==> config.mk <==
export PLATFORM = sky130hd
export DESIGN_NAME = autotype_sequencer
export DESIGN_NICKNAME = d
export VERILOG_FILES = /design/src/rtl/autotype_sequencer.sv
export SDC_FILE = /design/constraint.sdc
export NUM_CORES = 1
export LEC_CHECK = 0
export CELL_PAD_IN_SITES_DETAIL_PLACEMENT = 0
export CELL_PAD_IN_SITES_GLOBAL_PLACEMENT = 1
export CORE_ASPECT_RATIO = 1.75
export CORE_MARGIN = 3
export CORE_UTILIZATION = 44
export CTS_CLUSTER_DIAMETER = 200
export CTS_CLUSTER_SIZE = 24
export DETAILED_ROUTE_END_ITERATION = 7
export PLACE_DENSITY = 0.79
export SLEW_MARGIN = 40
export SYNTH_ARGS = -nofsm -noshare
export SYNTH_HDL_FRONTEND = slang
export SYNTH_SLANG_ARGS = --single-unit
==> constraint.sdc <==
create_clock -name clk -period 2.05 [get_ports clk]
set_input_delay 0.5125 -clock clk [delete_from_list [all_inputs] [get_ports clk]]
set_output_delay 0.5125 -clock clk [all_outputs]
set_load 0.02 [all_outputs]
==> src/rtl/autotype_sequencer.sv <==
// autotype_sequencer: scripted reset/keystroke scheduler for button-less boards.
// Walks a table of {action, duration} entries and drives the computer's n_reset
// and onboard key inputs with tick-accurate timing.
//
// state | meaning
// IDLE  | outputs released, waiting for start
// LOAD  | one cycle: decode SCRIPT[step], previous outputs still held
// RUN   | holding the current entry's outputs for duration * TICK_DIV cycles
// DONE  | script finished, outputs released, done high, step frozen
module autotype_sequencer #(
  parameter int unsigned        TICK_DIV  = 32'd4194304,
  parameter int unsigned        STEPS     = 12,
  parameter logic [8*STEPS-1:0] SCRIPT    = {8'hE0, 8'h82, 8'h04, 8'h82, 8'h02, 8'h82,
                                             8'h02, 8'h62, 8'h02, 8'h42, 8'h04, 8'h24},
  parameter bit                 AUTOSTART = 1'b1
) (
  input  logic       clk,
  input  logic       reset,
  input  logic       start,
  input  logic       abort,
  output logic       cpu_n_reset,
  output logic       key_b,
  output logic       key_c,
  output logic       key_enter,
  output logic       busy,
  output logic       done,
  output logic [3:0] step
);

  localparam int            PW        = (TICK_DIV > 1) ? $clog2(TICK_DIV) : 1;
  localparam logic [PW-1:0] PRE_LAST  = PW'(TICK_DIV - 1);
  localparam logic [3:0]    STEP_LAST = 4'(STEPS - 1);

  localparam logic [2:0] ACT_RESET = 3'd1;
  localparam logic [2:0] ACT_KEY_B = 3'd2;
  localparam logic [2:0] ACT_KEY_C = 3'd3;
  localparam logic [2:0] ACT_ENTER = 3'd4;
  localparam logic [2:0] ACT_END   = 3'd7;

  typedef enum logic [1:0] {S_IDLE, S_LOAD, S_RUN, S_DONE} state_t;

  state_t        state_q, state_d;
  logic [PW-1:0] presc_q, presc_d;
  logic [4:0]    ticks_q, ticks_d;
  logic [3:0]    step_q, step_d;
  logic          n_reset_q, n_reset_d;
  logic          key_b_q, key_b_d;
  logic          key_c_q, key_c_d;
  logic          key_enter_q, key_enter_d;
  logic          busy_q, busy_d;
  logic          done_q, done_d;

  logic [7:0]    entry;
  logic [2:0]    act;
  logic [4:0]    dur;

  // Pick the script entry addressed by the current step.
  always_comb begin
    entry = 8'h00;
    for (int i = 0; i < STEPS; i++) begin
      if (step_q == 4'(i)) entry = SCRIPT[8*i +: 8];
    end
  end

  assign act = entry[7:5];
  assign dur = entry[4:0];

  // Next-state and next-output logic; abort overrides everything else.
  always_comb begin
    state_d     = state_q;
    presc_d     = presc_q;
    ticks_d     = ticks_q;
    step_d      = step_q;
    n_reset_d   = n_reset_q;
    key_b_d     = key_b_q;
    key_c_d     = key_c_q;
    key_enter_d = key_enter_q;
    busy_d      = busy_q;
    done_d      = done_q;

    case (state_q)
      S_IDLE: begin
        n_reset_d   = 1'b1;
        key_b_d     = 1'b0;
        key_c_d     = 1'b0;
        key_enter_d = 1'b0;
        busy_d      = 1'b0;
        done_d      = 1'b0;
        if (start) begin
          step_d  = 4'd0;
          busy_d  = 1'b1;
          state_d = S_LOAD;
        end
      end
      S_LOAD: begin
        if (act == ACT_END) begin
          n_reset_d   = 1'b1;
          key_b_d     = 1'b0;
          key_c_d     = 1'b0;
          key_enter_d = 1'b0;
          busy_d      = 1'b0;
          done_d      = 1'b1;
          state_d     = S_DONE;
        end else begin
          // Unlisted actions (0, 5, 6) fall out as a gap: everything released.
          n_reset_d   = (act != ACT_RESET);
          key_b_d     = (act == ACT_KEY_B);
          key_c_d     = (act == ACT_KEY_C);
          key_enter_d = (act == ACT_ENTER);
          ticks_d     = (dur == 5'd0) ? 5'd1 : dur;
          presc_d     = '0;
          busy_d      = 1'b1;
          state_d     = S_RUN;
        end
      end
      S_RUN: begin
        if (presc_q == PRE_LAST) begin
          presc_d = '0;
          ticks_d = ticks_q - 5'd1;
          if (ticks_q == 5'd1) begin
            if (step_q == STEP_LAST) begin
              n_reset_d   = 1'b1;
              key_b_d     = 1'b0;
              key_c_d     = 1'b0;
              key_enter_d = 1'b0;
              busy_d      = 1'b0;
              done_d      = 1'b1;
              state_d     = S_DONE;
            end else begin
              step_d  = step_q + 4'd1;
              state_d = S_LOAD;
            end
          end
        end else begin
          presc_d = presc_q + PW'(1);
        end
      end
      S_DONE: begin
        n_reset_d   = 1'b1;
        key_b_d     = 1'b0;
        key_c_d     = 1'b0;
        key_enter_d = 1'b0;
        busy_d      = 1'b0;
        done_d      = 1'b1;
        if (start) begin
          step_d  = 4'd0;
          busy_d  = 1'b1;
          done_d  = 1'b0;
          state_d = S_LOAD;
        end
      end
      default: state_d = S_IDLE;
    endcase

    if (abort) begin
      state_d     = S_IDLE;
      step_d      = 4'd0;
      n_reset_d   = 1'b1;
      key_b_d     = 1'b0;
      key_c_d     = 1'b0;
      key_enter_d = 1'b0;
      busy_d      = 1'b0;
      done_d      = 1'b0;
    end
  end

  // Register state, counters and outputs; reset parks the computer in reset.
  always_ff @(posedge clk) begin
    if (reset) begin
      state_q     <= AUTOSTART ? S_LOAD : S_IDLE;
      presc_q     <= '0;
      ticks_q     <= 5'd0;
      step_q      <= 4'd0;
      n_reset_q   <= 1'b0;
      key_b_q     <= 1'b0;
      key_c_q     <= 1'b0;
      key_enter_q <= 1'b0;
      busy_q      <= 1'b0;
      done_q      <= 1'b0;
    end else begin
      state_q     <= state_d;
      presc_q     <= presc_d;
      ticks_q     <= ticks_d;
      step_q      <= step_d;
      n_reset_q   <= n_reset_d;
      key_b_q     <= key_b_d;
      key_c_q     <= key_c_d;
      key_enter_q <= key_enter_d;
      busy_q      <= busy_d;
      done_q      <= done_d;
    end
  end

  assign cpu_n_reset = n_reset_q;
  assign key_b       = key_b_q;
  assign key_c       = key_c_q;
  assign key_enter   = key_enter_q;
  assign busy        = busy_q;
  assign done        = done_q;
  assign step        = step_q;

endmodule
==> summary by stage <==
Critical path
Walking the worst path, the cells encountered are clkdlybuf4s50_1. The worst setup path is launched from a flop. The critical path's largest stage delay is around 0.65 ns.

At the worst endpoint, the required time is approximately 1.5 ns. The number of cell instances on the worst register-to-register path is 7. The library cell contributing the largest single delay on the critical path is clkdlybuf4s50_1. The worst reg-to-reg setup slack is 0.14 ns. On the critical path the largest part of the delay comes from buffers and inverters. The critical path start-end classification is reg2out. The logic depth of the worst path, buffers included is 1.

The kind of end point of the critical path is a primary output. For the worst setup path, the data arrival time is around 1.4 ns. In this run the worst path has a maximum fanout of 6. Counting both buffers and inverters, the worst setup path holds a total of 1.

Synth
The mean instance size in the synthesized netlist is a little over 8 um2. The largest family of logic cells by synthesized area is simple AND/OR/NAND/NOR gates. The total standard cell area after synthesis is approximately 0.0023 mm2. After Yosys synthesis, and, or, nand and nor cells account for 32.0% of the synthesized area. The number of synthesized flops with an enable pin is 0.

The fraction of synthesis flops using an asynchronous set or reset pin is 0%. Of the total synthesized cell area, the portion taken by XOR and XNOR cells is roughly 6.8%. The cell taking the most area after synthesis is dfxtp_1. The synthesized design devotes to its leading area cell type about a third of total area.

After synthesis the netlist holds a flip-flop and latch count of 39. Sorting the synthesized cells by area gives the leading types as dfxtp_1, nor2_1, ha_1. In this run, distinct cell masters in the synthesized netlist total 48. The count of mapped cells out of synthesis is 285. The most used flip-flop cell after synthesis is dfxtp_1. The post-synthesis adder-cell area fraction is between 6 and 7%. The synthesis warning total is 0. The fraction of the mapped netlist area in compound gates is between 10 and 15%. The fraction of the yosys area taken by sequential cells is ~34%. The fraction of synthesized area in multiplexers is 1.30%. The net count after synthesis is approximately 300.

GRT
The total overflow left after global routing is 0. The overall track demand over capacity in global routing is approximately 20%. The number of antenna violations at the first check in global routing is 0. The number of global-route vias before repair was slightly above 2,000.

The first global-routing pass estimated roughly 9700 um of wire. The maximum number of pins on one net before global-route repair is 21.

Placed design
The estimated wirelength of the detail-placed design is 4360 um. The count of buffers added on input and output ports is 13. The final weighted congestion of routability-driven global placement is about 0.87.

Cells and area
The post-route netlist has roughly 15% of its cells at a drive strength greater than 1. The library cells used most frequently in the layout, excluding fill and tap cells, are nor2_1, dfxtp_1, buf_4. The relative area change from synthesis to final layout is 21.1%. The net count reported at finish is between 300 and 400. The layout has approximately 500 filler cells. The total inserted antenna cells is 0.

Leaving out fill and tap cells, the most frequent cell in the layout is nor2_1.

Pwr
Combinational cells account for 16.9% of the total power. The leakage component of the power is about 0.0011 uW. After layout, the design draws a total of roughly 1700 uW.

Of the total power, the share spent switching nets is around 27%. In this run, the clock network consumes between 30% and 40% of the power. For this design the total switching power over the nets is 449 uW. Cell internal power was estimated by the tool at 1200 uW.

The maximum VDD drop is 483 uV. The share of power burned in registers is between 40% and 50%. Dividing total power by cell area gives a power density of slightly below 600 mW/mm2.

CTS
The CTS tree is done. The H-tree depth is 2. The number of buffers inserted for hold repair after clock tree synthesis is 0. The insertion delay of the later-clocked pin in the worst-skew pair is slightly below 0.3 ns. The clock net in this run drives a total of 39 sinks. In this run the deepest clock path goes through 2 buffers. TritonCTS created 5 clock buffers. The cell at the root of the clock tree is clkbuf_8. Clock-pin slew was measured on the worst setup and hold paths at approximately 0.08 ns.

STA
Between clock sinks in the finished design, the worst skew comes to approximately 0.011 ns. Setup repair after global routing left no endpoint under its margin. Measured against its own limit, the worst slew margin works out to between 60 and 70%.

The number of pins with negative max-slew slack in the final report is 0. Dividing the final minimum period by the clock period gives between 90 and 100%. Setup violations remaining at the end of the flow were counted as 0. The achievable clock frequency is roughly 520 MHz.

Counting I/O delays and the setup requirement, the final critical path takes 1.92 ns. The accumulated negative setup slack is 0 ns. At the pin with the least slew margin, the transition time is 0.506 ns. The final hold violation count is 0.

Routing
After detailed routing, the average wire length per cell comes to roughly 15 um. The number of detailed-routing iterations run before antenna repair is 4. Across all layers, the routed design uses about 2,100 vias. The initial detailed-routing violation count is 79. The total length of routed wires is between 5000 and 6000 um. The number of design rule violations left after detail routing is 0. In the routed layout, each cell is associated on average with a via count of approximately 5.5. In this run the remaining antenna-violating nets after routing total 0.

Floorplanning
For this configuration, the core starts out at a cell density of 46.0%. From left edge to right edge, the die measures around 61 um. The number of top-level pins is 14. The total number of placement rows is 34.

The total area inside the core boundary comes to between 0.005 and 0.006 mm2. The vertical die dimension is 102 um. The die area is 0.00619 mm2.

Min path
The path category of the worst min-delay check is reg2reg. Along the worst hold path, the cell count comes to 2.

Run
Max-cap violations in this run came to 0.

Outcome
The run finished with clean final reports.
## metrics by stage
step | hold WS [ns] | util, % | worst slack (ns) | std cells | cell area (um2)
floorplan | 0.449 | - | 0.000176 | 285 | 2310
CTS | 0.468 | 55.0 | 0.0101 | 375 | 2760
global route | 0.499 | 55.7 | 0.0199 | 375 | 2800
detailed placement | 0.456 | 53.0 | 0.00979 | 367 | 2660
global placement | 0.451 | 53.0 | 0.0431 | 367 | 2660
finish | 0.466 | 55.7 | 0.129 | 375 | 2800
## per-layer routing
metal | part of all wire [%] | up-vias | track usage [%]
met5 | 0 | - | 0
met4 | 3.2 | 0 | 8.01
met3 | 2.1 | 15 | 3.03
met2 | 55 | 29 | 37.9
met1 | 40 | 957 | 22.7
li1 | - | 1074 | -
## power groups by stage
stage               clock (uW)  combinational (uW)  sequential (uW)
CTS                        601                 277              794
global route               628                 312              798
detailed placement           0                 275              812
floorplan                    0                 174              816
finish                     580                 279              794
global placement             0                 275              811
## cell type report
class | instances | area (um2) | share of cell area [%]
timing repair buffer | 40 | 345 | 12.4
inverter | 15 | 56.3 | 2.01
clock buffer | 8 | 100 | 3.58
multi-input combinational | 219 | 1440 | 51.7
tap | 54 | 67.6 | 2.42
sequential | 39 | 782 | 28.0
## synthesized netlist by cell type, types with 3 or more instances
master and instances:
nor2_1 41, mux2i_1 3, nor4_1 3, xnor2_1 4, a21oi_1 15, o41ai_1 3, nand2b_1 3, nor2b_1 3
nand2_1 25, inv_1 15, nand3_1 16, ha_1 12, nor3b_1 3, dfxtp_1 39, nor3_1 10, a31oi_1 6
or3_1 3, xor2_1 14, o21ai_0 11, nand4_1 13, or2_2 3, clkbuf_1 8
## flip-flops by register name (all words and copies together), names as in the netlist
name         flops
done             1
key_enter        1
key_c            1
key_b            1
state_q          2
presc_q         22
ticks_q          5
busy             1
step             4
cpu_n_reset      1
## logic make-up after synthesis
kind of cell    count (synthesis)
fa+ha+maj                      12
buf+inv                        27
flops                          39
compound gates                 49
xor+xnor                       18
simple gates                  137
mux                             3
## path summary, 6_finish.rpt
check | from | endpoint
setup reg to reg | step[0] | ticks_q[1]
setup / recovery | step[0] | step[0]
hold reg to reg | key_enter | key_enter
hold / removal | key_enter | key_enter
## timing repair
item	CTS	global route
pin swaps	0	1
buffers inserted	0	0
gates resized for setup	2	6
endpoints found under the setup margin	2	16
No activity file was read; power rests on OpenSTA's default activity.
